File: config.mk
export PLATFORM = sky130hd
export DESIGN_NAME = instruction_fetch
export DESIGN_NICKNAME = d
export VERILOG_FILES = /design/src/rtl/fetch_pkg.sv /design/src/rtl/pc_next_calc.sv /design/src/rtl/instruction_fetch.sv
export SDC_FILE = /design/constraint.sdc
export NUM_CORES = 1
export LEC_CHECK = 0
export ABC_AREA = 1
export ABC_CLOCK_PERIOD_IN_PS = 4850
export BUFFER_PORTS_ARGS = -buffer_cell sky130_fd_sc_hd__buf_2
export CAP_MARGIN = 30
export CELL_PAD_IN_SITES_DETAIL_PLACEMENT = 0
export CELL_PAD_IN_SITES_GLOBAL_PLACEMENT = 2
export CORE_MARGIN = 2
export CORE_UTILIZATION = 31
export DETAILED_ROUTE_END_ITERATION = 6
export PLACE_DENSITY = 0.88
export SETUP_SLACK_MARGIN = 0.05
export SYNTH_ARGS = -nofsm -noshare
export SYNTH_HDL_FRONTEND = slang
export SYNTH_SLANG_ARGS = --single-unit
File: constraint.sdc
create_clock -name iCLK -period 4.85 [get_ports iCLK]
set_input_delay 0 -clock iCLK [delete_from_list [all_inputs] [get_ports iCLK]]
set_output_delay 0 -clock iCLK [all_outputs]
set_load 0.005 [all_outputs]
File: src/rtl/fetch_pkg.sv
// Shared definitions for the instruction fetch stage: state encoding, branch
// opcode and PC defaults. Optional macro: FETCH_MISALIGN_TRAP_EN adds S_TRAP.
package fetch_pkg;

  localparam logic [6:0]  OPC_BRANCH       = 7'h63;
  localparam int unsigned PC_INC_DEFAULT   = 4;
  localparam logic [31:0] RESET_PC_DEFAULT = 32'h0000_0000;

  typedef enum logic [1:0] {
    S_IDLE = 2'd0,
    S_REQ  = 2'd1,
`ifdef FETCH_MISALIGN_TRAP_EN
    S_HOLD = 2'd2,
    S_TRAP = 2'd3
`else
    S_HOLD = 2'd2
`endif
  } fetch_state_e;

  function automatic logic is_branch(input logic [6:0] opcode);
    return opcode == OPC_BRANCH;
  endfunction

endpackage

File: src/rtl/pc_next_calc.sv
// Combinational next-PC selection: taken branch adds the signed offset,
// everything else advances by PC_INC. All arithmetic wraps modulo 2^32.
module pc_next_calc
  import fetch_pkg::*;
#(
  parameter int unsigned PC_INC = PC_INC_DEFAULT
) (
  input  logic [31:0] i_pc,
  input  logic [6:0]  i_opcode,
  input  logic [31:0] i_pcbr,
  output logic [31:0] o_next_pc
);

  localparam logic [31:0] INC = 32'(PC_INC);

  // A zero offset doubles as "not taken", so it falls through to sequential.
  always_comb begin
    o_next_pc = i_pc + INC;
    if (is_branch(i_opcode) && (i_pcbr != 32'h0)) begin
      o_next_pc = i_pc + i_pcbr;
    end
  end

endmodule

File: src/rtl/instruction_fetch.sv
// Instruction fetch stage: requests one word per fetch, holds it for decode,
// then advances the PC. Optional macro: FETCH_MISALIGN_TRAP_EN.
module instruction_fetch
  import fetch_pkg::*;
#(
  parameter logic [31:0] RESET_PC = RESET_PC_DEFAULT,
  parameter int unsigned PC_INC   = PC_INC_DEFAULT
) (
  input  logic        iCLK,
  input  logic        iRST,
  output logic [31:0] oIMEM_ADDR,
  output logic        oIMEM_REQ,
  input  logic        iIMEM_ACK,
  input  logic [31:0] iIMEM_DATA,
  output logic [31:0] oIR,
  output logic [31:0] oPC,
  output logic        oIR_VALID,
  input  logic        iIR_READY,
  input  logic [31:0] iPCBR,
`ifdef FETCH_MISALIGN_TRAP_EN
  output logic        oMISALIGN,
`endif
  output logic [1:0]  oDBG_STATE
);

  // Handshakes: memory side transfers when oIMEM_REQ && iIMEM_ACK in S_REQ
  // (REQ/ADDR held until then); decode side transfers when oIR_VALID &&
  // iIR_READY, and oIR/oPC are held stable while oIR_VALID waits for ready.

  fetch_state_e r_state;
  logic [31:0]  r_pc;
  logic [31:0]  r_imem_addr;
  logic         r_imem_req;
  logic [31:0]  r_ir;
  logic [31:0]  r_ir_pc;
  logic         r_ir_valid;
  logic [31:0]  w_next_pc_raw;
  logic [31:0]  w_next_pc;

  pc_next_calc #(
    .PC_INC (PC_INC)
  ) u_pc_next_calc (
    .i_pc      (r_ir_pc),
    .i_opcode  (r_ir[6:0]),
    .i_pcbr    (iPCBR),
    .o_next_pc (w_next_pc_raw)
  );

`ifdef FETCH_MISALIGN_TRAP_EN
  logic r_misalign;
  logic w_misaligned;

  assign w_next_pc    = w_next_pc_raw;
  assign w_misaligned = |w_next_pc_raw[1:0];
  assign oMISALIGN    = r_misalign;
`else
  // Without the trap, the low bits are dropped so fetches stay word aligned.
  assign w_next_pc = w_next_pc_raw & ~32'h3;
`endif

  always_ff @(posedge iCLK) begin
    if (iRST) begin
      r_state     <= S_IDLE;
      r_pc        <= RESET_PC;
      r_imem_addr <= 32'h0;
      r_imem_req  <= 1'b0;
      r_ir        <= 32'h0;
      r_ir_pc     <= 32'h0;
      r_ir_valid  <= 1'b0;
`ifdef FETCH_MISALIGN_TRAP_EN
      r_misalign  <= 1'b0;
`endif
    end else begin
      case (r_state)
        S_IDLE: begin
          r_state     <= S_REQ;
          r_imem_req  <= 1'b1;
          r_imem_addr <= r_pc;
        end
        S_REQ: begin
          if (iIMEM_ACK) begin
            r_state    <= S_HOLD;
            r_imem_req <= 1'b0;
            r_ir       <= iIMEM_DATA;
            r_ir_pc    <= r_pc;
            r_ir_valid <= 1'b1;
          end
        end
        S_HOLD: begin
          if (iIR_READY) begin
            r_pc       <= w_next_pc;
            r_ir_valid <= 1'b0;
`ifdef FETCH_MISALIGN_TRAP_EN
            if (w_misaligned) begin
              r_state    <= S_TRAP;
              r_misalign <= 1'b1;
            end else begin
              r_state     <= S_REQ;
              r_imem_req  <= 1'b1;
              r_imem_addr <= w_next_pc;
            end
`else
            r_state     <= S_REQ;
            r_imem_req  <= 1'b1;
            r_imem_addr <= w_next_pc;
`endif
          end
        end
`ifdef FETCH_MISALIGN_TRAP_EN
        // Sticky until reset: no requests, no valid instruction.
        S_TRAP: begin
          r_imem_req <= 1'b0;
          r_ir_valid <= 1'b0;
        end
`endif
        default: begin
          r_state <= S_IDLE;
        end
      endcase
    end
  end

  assign oIMEM_ADDR = r_imem_addr;
  assign oIMEM_REQ  = r_imem_req;
  assign oIR        = r_ir;
  assign oPC        = r_ir_pc;
  assign oIR_VALID  = r_ir_valid;
  assign oDBG_STATE = r_state;

endmodule

Word level (Yosys, flattened, before mapping). Cells that the tools add are included.

Register bits after elaboration: 128. Bits in latches: 0. Memory bits (writable): 0. ROM bits: 0. Input bits: 68. Output and inout port bits: 100. Word-level logic and storage cells: 38. Memories: 0.

$add $sub $neg: 2. Multipliers: 0. Divide/modulo/power cells: 0. $lt $le $gt $ge: 0. Equal/unequal tests: 5. Shifts and indexed selects: 0. Multiplexer cells: 12. Bitwise operators: 0. Reduce and logical (&&, ||, !) cells: 12.

Operators with widths (number): 2-to-1 mux 32 bit (2); case mux 32 bit (2 select lines) (1); adder 32 x 3 -> 32 bit, second input constant (1); adder 32 bit (1); nonzero test 32 bit (1); AND reduction 2 bit (4); equality test 7 bit, second input constant (1); case mux 2 bit (3 select lines) (1); AND reduction 3 bit (2); 2-to-1 mux 1 bit (4); 2-to-1 mux 2 bit (2); inequality test 2 bit, second input constant (2); nonzero test 2 bit (2); case mux 1 bit (3 select lines) (1); nonzero test 3 bit (1); equality test 2 x 1 -> 1 bit, second input constant (1); equality test 2 bit, second input constant (1); logical NOT 2 bit (1); case mux 1 bit (2 select lines) (1); logical AND 1 bit (1).

Longest topological paths before layout. Gate-level depths: netlist of the first run.

Word-level depth: 5. Depth in mapped cells: 24. Gate-level depth less buffers: 24.

Hierarchy. From an unflattened synthesis of the first run, not the netlist that was laid out.

Cells, all modules: 1503. Area total of the unflattened synthesis: 8799.7 um^2.

By module, submodules not included: instruction_fetch (times used 1, cells an instance 752, area an instance 5243.8 um^2, sequential area each 2522.4 um^2); pc_next_calc (times used 1, cells an instance 751, area an instance 3555.9 um^2, sequential area each 0.0 um^2).

Worst setup path before layout of the first run. OpenSTA, ideal clock, no wires.

Kind: register to register. Start: register r_ir[1] (netlist: oIR[1]). End: register r_imem_addr[20] (netlist: oIMEM_ADDR[20]). Setup time: 0.132 ns. Arrival: 2.462 ns. Required time: 4.718 ns. Slack: 2.256 ns. Cell stages (with the launch flop): 19. Path buffers: 1. Period minus slack after synthesis: 2.594 ns. Cells stage by stage: dfxtp_1 nand2_1 nor4_4 inv_1 clkbuf_1 nor3_1 ha_1 a21oi_1 nand2_1 nand2_1 nand2_2 nand2_1 nand2_2 nand2_1 nand2_1 nand2_1 nand2_1 o21ai_1 a21oi_1.

Cells in the longest elaborated chain, start to end: 5.

Ends and longest elaborated chain: start: declaration (line instruction_fetch.sv:34) `logic [31:0] r_ir;`; start signal: assignment (line instruction_fetch.sv:84) `r_ir <= iIMEM_DATA;`; equality test 7 bit (line fetch_pkg.sv:21) `return opcode == OPC_BRANCH;`; logical AND 1 bit (line pc_next_calc.sv:19) `if (is_branch(i_opcode) && (i_pcbr != 32'h0)) begin`; 2-to-1 mux 32 bit (line pc_next_calc.sv:19); 2-to-1 mux 32 bit (line instruction_fetch.sv:90) `if (iIR_READY) begin`; case mux 32 bit (2 select lines) (line instruction_fetch.sv:74) `case (r_state)`; end signal: assignment (line instruction_fetch.sv:78) `r_imem_addr <= r_pc;`; end signal: assignment (line instruction_fetch.sv:105) `r_imem_addr <= w_next_pc;`; end: declaration (line instruction_fetch.sv:32) `logic [31:0] r_imem_addr;`.

Every way passes these cells. The select of a mux whose other input is x is not followed. A chain may end at the register's enable or synchronous reset.

Worst setup path in the final report of the first run.
Start: register r_ir[1] (netlist: oIR[1]). End: register r_imem_addr[28] (netlist: oIMEM_ADDR[28]).

Same word-level chain as after synthesis.

==> results.py, run 1 <==
metrics = {
    "timing": {
        "final.setup.tns_ns": 0,
        "fin_crit_sh_pct": 75.3,
        "finalMaxSlewViolations": 0,
        "worst_pin_slew_ns": 0.810,
        "skew_ns": 0.0115,
        "timing.hold.ws_ns": 0.157,
        "layout_setup_ws_ns": 1.20,
        "slew-limit-headroom_pct": 45.9,
        "rsz0062_at_grt": "false",
        "fmax_mhz": 274,
        "finalHoldViolCount": 0,
        "setup_viol": 0,
        "period_needed_ns": 3.65,
    },
    "worst_setup_path": {
        "cp_common_cell": "nand2_1",
        "slowest_stage": "nor4_4",
        "r2r_start": "oIR[1]",
        "worstRegToRegCells": 17,
        "crit_buf_inv": 1,
        "setup.worst_path.start": "oIR[1]",
        "max_stage_delay_ns": 0.58,
        "cp.arrival_ns": 3.93,
        "timing.critical_path.max_delay_family": "simple AND/OR/NAND/NOR gates",
        "r2r_slack_ns": 1.20,
        "cp-start-kind": "register",
        "path_depth": 17,
        "crit_end": "oIMEM_ADDR[28]",
        "end_kind": "register",
        "path_class": "register to register",
        "path_cells": "nand2_1 > nor4_4 > inv_1 > nor2_1 > nand2_1 > fa_1 > nand3b_1 > nand2_1 > nand2_1 > nand2_2 > nand2_1 > nand2_2 > nand3_2 > nand3_1 > nand3_1 > nand2_1 > a21oi_1",
        "worstPathMaxFanout": 21,
        "worstPathRequired_ns": 5.13,
        "r2r-end": "oIMEM_ADDR[28]",
    },
    "placed_design": {
        "place_inst": 1519,
        "preCtsSetupSlack_ns": 1.15,
        "place_congestion": 0.861,
        "hpwl_um": 18500,
        "io_buffers": 163,
    },
    "grt": {
        "globalRoute.totalOverflow": 0,
        "track_usage_pct": 20.8,
        "grt_pass1_vias": 7193,
        "grt_first_pass_wirelength_um": 39600,
        "grt_max_degree": 61,
        "antenna_found_initial": 0,
    },
    "cts": {
        "clock_sinks": 126,
        "cts_buffers": 17,
        "clk_latency_ns": 0.43,
        "cts_buffer_depth": 2,
        "cts_resized": 0,
        "clk_pin_slew_ns": 0.06,
        "cts_root_buf": "clkbuf_16",
        "h-tree-depth": 4,
        "cts_tree": "yes",
    },
    "pwr": {
        "power_density_nw_per_um2": 300,
        "p_leak_uw": 0.00429,
        "ir_drop_uv": 242,
    },
    "logic_synthesis": {
        "synth_area_um2": 7230,
        "ys_ff_latch": 126,
        "syn_area_per_cell_um2": 6.65,
        "yosysWarnings": 0,
        "yosysSeqAreaShare_pct": 34.9,
        "synthTopCellsByArea": "dfxtp_1 35%, nand2_1 13%, a21oi_1 10%",
        "synthCells": 1087,
        "netlist.area_leader.share_pct": 34.9,
        "ys_types": 36,
        "yosysTopAreaCell": "dfxtp_1",
    },
    "final_layout": {
        "stdcell_count": 1584,
        "multi_input_area_um2": 3970,
        "post-route-util_pct": 40.6,
        "fill_cells": 2436,
        "area_growth_pct": 27.9,
        "layout-drive-gt1-share_pct": 19.6,
        "fin_nets": 1356,
        "seqCellArea_um2": 2520,
        "n_antenna_cell": 0,
    },
    "floorplanning": {
        "ios": 168,
        "dieArea_um2": 24600,
        "num_rows": 55,
        "fp.coreArea_um2": 22800,
        "initial_core_util_pct": 31.7,
        "die_w_um": 157,
        "die_y_um": 157,
    },
    "drt": {
        "wirelength_um": 25200,
        "avgRoutedWirePerCell_um": 15.9,
        "via_per_inst": 4.81,
        "antenna_left": 0,
        "drc": 0,
        "drt_iter0_drc": 530,
        "dr.pass1.iters": 5,
        "num_vias": 7612,
    },
    "status": {
        "outcome": "complete, no violations",
    },
    "run": {
        "maxCapViolCount": 0,
    },
    "worst_hold_path": {
        "worstHoldPathType": "primary input to register",
    },
}
[kinds of logic after synthesis]
kind of cell	share of synthesized area, %
simple gates	30.4
compound gates	17.1
buf+inv	10.5
flops	34.9
fa+ha+maj	5.30
xor+xnor	1.82
other cells	0.0519
[per-stage QoR]
| step | instance area, µm² | total power [µW] |
|---|---|---|
| floorplan | 7240 | 1270 |
| global placement | 8290 | 1390 |
| detailed placement | 8290 | 1390 |
| CTS | 9240 | 2790 |
| global route | 9240 | 2860 |
| finish | 9240 | 2770 |
[registers in the layout (all words and copies together) (netlist names)]
name,count
oIR,32
oIMEM_ADDR,30
oPC,30
r_pc,30
oDBG_STATE,2
oIMEM_REQ,1
oIR_VALID,1
[synth_stat cells, drive strengths merged]
library cell,instances
nand2,262
a21oi,147
inv,134
dfxtp,126
nand3,109
nor2,81
o21ai,49
clkbuf,39
ha,29
nor3,25
buf,20
o211ai,19
xor2,8
and3,7
nand4,7
xnor2,7
o21bai,6
a21o,4
and2,2
a211oi,1
conb,1
fa,1
nand3b,1
nor4,1
o22ai,1
[final cells by class]
cell class	count	share of cell area [%]
inverter	134	5.44
clock buffer	19	4.79
tap	313	4.24
sequential	126	27.3
timing repair buffer	208	13.4
clock inverter	13	1.94
multi-input combinational	771	42.9
[layer usage]
metal  vias up  GRT usage (%)  wire [µm]
met1      3465           30.2      12600
met2       242           31.1      10600
met4         0           5.42        311
li1       3882              -          -
met5         -              0          0
met3        23           4.21       1680
[what timing repair did]
item,in CTS,in global routing
endpoints found under the hold margin,33,0
hold buffers,33,0
buffers inserted,0,0
[worst min-delay path, stage by stage]
cell	delay, ns
buf_2	0.12
nand3_1	0.08
nand2_1	0.08
nand3_2	0.09
nand3_2	0.07
nand2_2	0.06
a21oi_2	0.04
[layout by cell type, fill, tap and decap left out, drive strengths merged]
cell type and n:
a211oi 1, a21o 4, a21oi 147, and2 2, and3 7, buf 175, bufinv 3, clkbuf 19
clkinv 3, clkinvlp 1, conb 4, dfxtp 126, dlygate4sd3 33, fa 1, ha 29, inv 140
nand2 262, nand3 109, nand3b 1, nand4 7, nor2 81, nor3 25, nor4 1, o211ai 19
o21ai 49, o21bai 6, o22ai 1, xnor2 7, xor2 8
[power by group]
part           internal (µW)  switching [µW]
sequential              1080            26.6
clock                    837             545
combinational            111             174
total                   2020             745
[how the worst min path moves through the flow]
stage                     slack [ns]        endpoint           start  cells after the start
final                           0.16  oIMEM_ADDR[31]       iPCBR[31]                      7
after global routing            0.20       oIR_VALID            iRST                      2
after CTS                       0.14  oIMEM_ADDR[31]       iPCBR[31]                      7
after detailed placement        0.28         oIR[20]  iIMEM_DATA[20]                      3
after global placement          0.27         oIR[21]  iIMEM_DATA[21]                      3
after floorplan                 0.17          oIR[0]   iIMEM_DATA[0]                      2
Note: power is estimated with default switching activity, not from simulation.
==> inputs of run 2 (changes only) <==
Settings changed: ABC_CLOCK_PERIOD_IN_PS 4850 to 3300, CORE_UTILIZATION 31 to 26, PLACE_DENSITY 0.88 to 0.79.
Clock period 4.85 ns to 3.3 ns, I/O delays scaled along.
==> results.py, run 2 (same netlist as run 1, synthesis figures left out) <==
metrics = {
    "status": {
        "outcome": "complete, but fails checks",
        "violations": "design-rule violations",
    },
    "final_layout": {
        "n_antenna_cell": 0,
        "area_growth_pct": 33.8,
        "largest_register_ffs": 32,
        "final_common_cell": "nand2_1",
        "final_cell_mix": "248 x nand2_1, 162 x buf_2, 142 x a21oi_1",
        "fin_nets": 1391,
        "layout-drive-gt1-share_pct": 20.3,
    },
    "pwr": {
        "ir_drop_uv": 315,
        "p_leak_uw": 0.00450,
        "power_density_nw_per_um2": 418,
    },
    "floorplanning": {
        "dieArea_um2": 29100,
        "num_rows": 61,
        "ios": 168,
        "fp.coreArea_um2": 27600,
        "die_y_um": 171,
        "die_w_um": 171,
        "initial_core_util_pct": 26.2,
    },
    "grt": {
        "grt_first_pass_wirelength_um": 41500,
        "antenna_found_initial": 0,
        "track_usage_pct": 18.4,
        "grt_max_degree": 68,
        "grt_pass1_vias": 7478,
        "globalRoute.totalOverflow": 0,
    },
    "drt": {
        "dr.pass1.iters": 7,
        "wirelength_um": 26600,
        "via_per_inst": 4.54,
        "drt_iter0_drc": 444,
        "drc": 2,
        "avgRoutedWirePerCell_um": 15.8,
        "antenna_left": 0,
        "num_vias": 7652,
    },
    "placed_design": {
        "place_congestion": 0.865,
        "hpwl_um": 19700,
        "io_buffers": 163,
    },
    "cts": {
        "clock_sinks": 126,
        "cts_buffers": 17,
        "cts_root_buf": "clkbuf_16",
        "clk_latency_ns": 0.42,
        "cts_tree": "yes",
        "clk_pin_slew_ns": 0.07,
        "cts_buffer_depth": 2,
        "h-tree-depth": 4,
    },
    "worst_setup_path": {
        "r2r-end": "oIMEM_ADDR[28]",
        "r2r_start": "oIR[4]",
        "cp-start-kind": "register",
        "end_kind": "register",
        "path_class": "register to register",
        "worstRegToRegCells": 18,
        "worstPathMaxFanout": 14,
        "cp.arrival_ns": 3.29,
        "r2r_slack_ns": 0.29,
        "worstPathRequired_ns": 3.57,
    },
    "timing": {
        "fmax_mhz": 332,
        "rsz0062_at_grt": "false",
        "setup_viol": 0,
        "finalMaxSlewViolations": 0,
        "worst_pin_slew_ns": 0.805,
        "finalHoldViolCount": 0,
        "timing.hold.ws_ns": 0.169,
        "slew-limit-headroom_pct": 46.3,
        "skew_ns": 0.00860,
        "fin_crit_sh_pct": 91.3,
        "period_needed_ns": 3.01,
        "final.setup.tns_ns": 0,
    },
    "run": {
        "maxCapViolCount": 0,
    },
    "worst_hold_path": {
        "min_path_cells": 3,
        "holdPathEnd": "oIR[6]",
        "worstHoldStart": "iIMEM_ACK",
        "worstHoldPathType": "primary input to register",
    },
}
==> run 2: cell types whose count changed in the layout (fill, tap and decap cells not counted), sizes merged <==
cell	before	now
bufinv	3	2
clkbuf	19	17
clkinvlp	1	3
dlygate4sd3	33	58
clkinv	3	2
buf	175	185
inv	140	142
==> run 2: through the flow <==
step	setup slack, ns	cell area (µm²)	power (µW)	instances	util (%)
3_5_place_dp	0.0262	8460	2060	1592	30.7
2_1_floorplan	0.706	7240	1870	1090	-
6_report	0.288	9670	4040	1684	35.1
5_1_grt	0.0547	9670	4200	1684	35.1
3_3_place_gp	0.0735	8460	2050	1592	30.7
4_1_cts	0.138	9640	4080	1682	35.0
==> run 2: how the worst max path moves through the flow <==
stage                     startpoint              to  cells after the start
after global placement        oIR[1]  oIMEM_ADDR[16]                     18
after floorplan               oIR[1]  oIMEM_ADDR[20]                     18
after CTS                     oIR[0]  oIMEM_ADDR[28]                     17
after global routing          oIR[4]  oIMEM_ADDR[20]                     21
after detailed placement      oIR[0]  oIMEM_ADDR[28]                     17
final                         oIR[4]  oIMEM_ADDR[28]                     18
==> run 2: what timing repair did <==
action / in CTS / in global routing
resized for setup: 1 / 5
pin swaps: 0 / 2
cloned: 0 / 0
endpoints found under the setup margin: 3 / 27
hold endpoints to repair: 35 / 0
hold buffers: 58 / 0
setup buffers: 0 / 2
==> run 2: cell type report <==
| class | count | area (µm²) |
|---|---|---|
| fill | 3021 | 17900 |
| multi-input combinational | 771 | 3980 |
| sequential | 126 | 2520 |
| timing repair buffer | 243 | 1590 |
| inverter | 134 | 505 |
| tap | 378 | 473 |
| clock buffer | 17 | 425 |
| clock inverter | 15 | 174 |
==> run 2: power by group <==
part / switching, µW / internal [µW]
combinational: 260 / 188
sequential: 39.4 / 1580
clock: 832 / 1140
==> run 2: metal layers <==
| layer | vias to the layer above | GRT usage, % | share of wire [%] |
|---|---|---|---|
| li1 | 3953 | - | - |
| met1 | 3475 | 25.5 | 49 |
| met2 | 206 | 28.8 | 44 |
| met3 | 18 | 4.21 | 6.5 |
| met4 | 0 | 4.38 | 1.2 |
| met5 | - | 0 | 0 |
==> run 2: critical path, stage by stage (launching register included) <==
cell and delay [ns]:
dfxtp_1 0.31, inv_1 0.07, nand3_1 0.12, nor4_4 0.22, buf_4 0.18, inv_4 0.08, buf_4 0.17, nor3_1 0.17
ha_1 0.32, a21oi_1 0.28, o21ai_0 0.21, inv_1 0.09, nand2_1 0.08, a21oi_1 0.16, nand2_1 0.07, nand2_1 0.09
nand3_1 0.08, nand2_1 0.10, a21oi_1 0.07
==> inputs of run 3 (changes only) <==
Settings changed: CORE_ASPECT_RATIO set to 0.75.
==> results.py, run 3 (same netlist as run 1, synthesis figures left out) <==
metrics = {
    "timing": {
        "final.setup.tns_ns": 0,
        "period_needed_ns": 3.03,
        "worst_pin_slew_ns": 0.793,
        "timing.hold.ws_ns": 0.0913,
        "setup_viol": 0,
        "skew_ns": 0.0127,
        "slew-limit-headroom_pct": 47.2,
        "rsz0062_at_grt": "true",
        "fmax_mhz": 330,
        "finalMaxSlewViolations": 0,
        "fin_crit_sh_pct": 91.8,
        "finalHoldViolCount": 0,
    },
    "cts": {
        "cts_buffers": 17,
        "cts_root_buf": "clkbuf_16",
        "cts_buffer_depth": 2,
        "clk_latency_ns": 0.43,
        "h-tree-depth": 4,
        "clock_sinks": 126,
        "cts_tree": "yes",
        "clk_pin_slew_ns": 0.07,
    },
    "run": {
        "maxCapViolCount": 0,
    },
    "placed_design": {
        "place_congestion": 0.887,
        "placed_cell_area_um2": 8380,
        "io_buffers": 163,
        "hpwl_um": 20900,
    },
    "worst_setup_path": {
        "path_cells": "nand3_1 > nor4_4 > inv_2 > buf_12 > nor3_1 > ha_1 > nand2_2 > inv_1 > nand2_1 > nand2_1 > a21oi_1 > nand2_1 > xor2_2 > o21ai_0 > a21oi_1",
        "path_class": "register to register",
        "timing.critical_path.max_delay_family": "simple AND/OR/NAND/NOR gates",
        "worstPathRequired_ns": 3.58,
        "worstPathMaxFanout": 21,
        "cp_common_cell": "nand2_1",
        "crit_buf_inv": 3,
        "end_kind": "register",
        "cp.arrival_ns": 3.31,
        "slowest_stage": "dfxtp_1",
        "cp-start-kind": "register",
        "max_stage_delay_ns": 0.37,
    },
    "final_layout": {
        "final_cell_mix": "246 x nand2_1, 163 x buf_2, 134 x a21oi_1",
        "final_cell_area_um2": 9420,
        "final_common_cell": "nand2_1",
        "layout-drive-gt1-share_pct": 22.1,
        "fin_nets": 1361,
        "area_growth_pct": 30.3,
        "largest_register_ffs": 32,
        "post-route-util_pct": 34.7,
        "n_antenna_cell": 0,
    },
    "worst_hold_path": {
        "worstHoldPathType": "primary input to register",
    },
    "drt": {
        "drt_iter0_drc": 668,
        "drc": 0,
        "num_vias": 7610,
        "dr.pass1.iters": 5,
        "wirelength_um": 27800,
        "antenna_left": 0,
        "avgRoutedWirePerCell_um": 17.1,
        "via_per_inst": 4.68,
    },
    "status": {
        "outcome": "complete, no violations",
    },
    "grt": {
        "grt_max_degree": 67,
        "grt_first_pass_wirelength_um": 42800,
        "track_usage_pct": 19.2,
        "antenna_found_initial": 0,
        "globalRoute.totalOverflow": 0,
        "grt_pass1_vias": 7196,
    },
    "pwr": {
        "power_density_nw_per_um2": 414,
        "p_int_uw": 2740,
        "share_comb_of_total_power_pct": 10.9,
        "switching_power_uw": 1150,
        "ir_drop_uv": 340,
        "pwr-share-clk_pct": 47.4,
        "p_leak_uw": 0.00432,
        "p_seq_share_pct": 41.7,
        "p_sw_share_pct": 29.6,
        "total_power_uw": 3900,
    },
    "floorplanning": {
        "num_rows": 52,
        "ios": 168,
        "fp.coreArea_um2": 27100,
        "dieArea_um2": 29200,
        "die_w_um": 197,
        "initial_core_util_pct": 26.6,
        "die_y_um": 148,
    },
}
[run 3: power by group through the flow]
stage,Clock (µW),Combinational [µW],Sequential (µW)
floorplan,0,220,1650
global placement,0,395,1660
detailed placement,0,398,1660
CTS,1890,429,1620
global route,1950,478,1630
finish,1850,426,1620
[run 3: repair_timing]
action	CTS	global route
resized for setup	0	34
endpoints found under the setup margin	0	32
hold buffers	33	0
endpoints found under the hold margin	33	0
setup buffers	0	2
[run 3: final cells by class]
type | instances | area [µm²]
clock buffers | 17 | 425
clock inverters | 15 | 146
fillers | 2973 | 17700
inverters | 134 | 503
multi-input cells | 771 | 4070
flip-flops and latches | 126 | 2520
well taps | 351 | 439
repair buffers | 213 | 1310
[run 3: metal layers]
layer  global-route usage, %  share of wire [%]  vias to the layer above
met5                       0                  0                        -
met4                    3.41               0.59                        0
met3                    4.42                6.7                       11
met2                    24.4                 37                      215
met1                    31.7                 56                     3493
li1                        -                  -                     3891
[run 3: final timing paths]
path	startpoint	to	slack, ns	depth (start not counted)
worst max-delay path	oIR[5]	oIMEM_ADDR[15]	0.27	15
worst min-delay path	iRST	oIR[8]	0.09	2
worst max register to register	oIR[5]	oIMEM_ADDR[15]	0.27	15
worst min register to register	oIR[26]	oIR[26]	0.46	2
[run 3: per-stage QoR]
step | worst slack (ns) | instances
after floorplan | 0.706 | 1090
final | 0.270 | 1627
after CTS | 0.165 | 1625
after global routing | -0.00890 | 1627
after global placement | 0.241 | 1559
after detailed placement | 0.172 | 1560
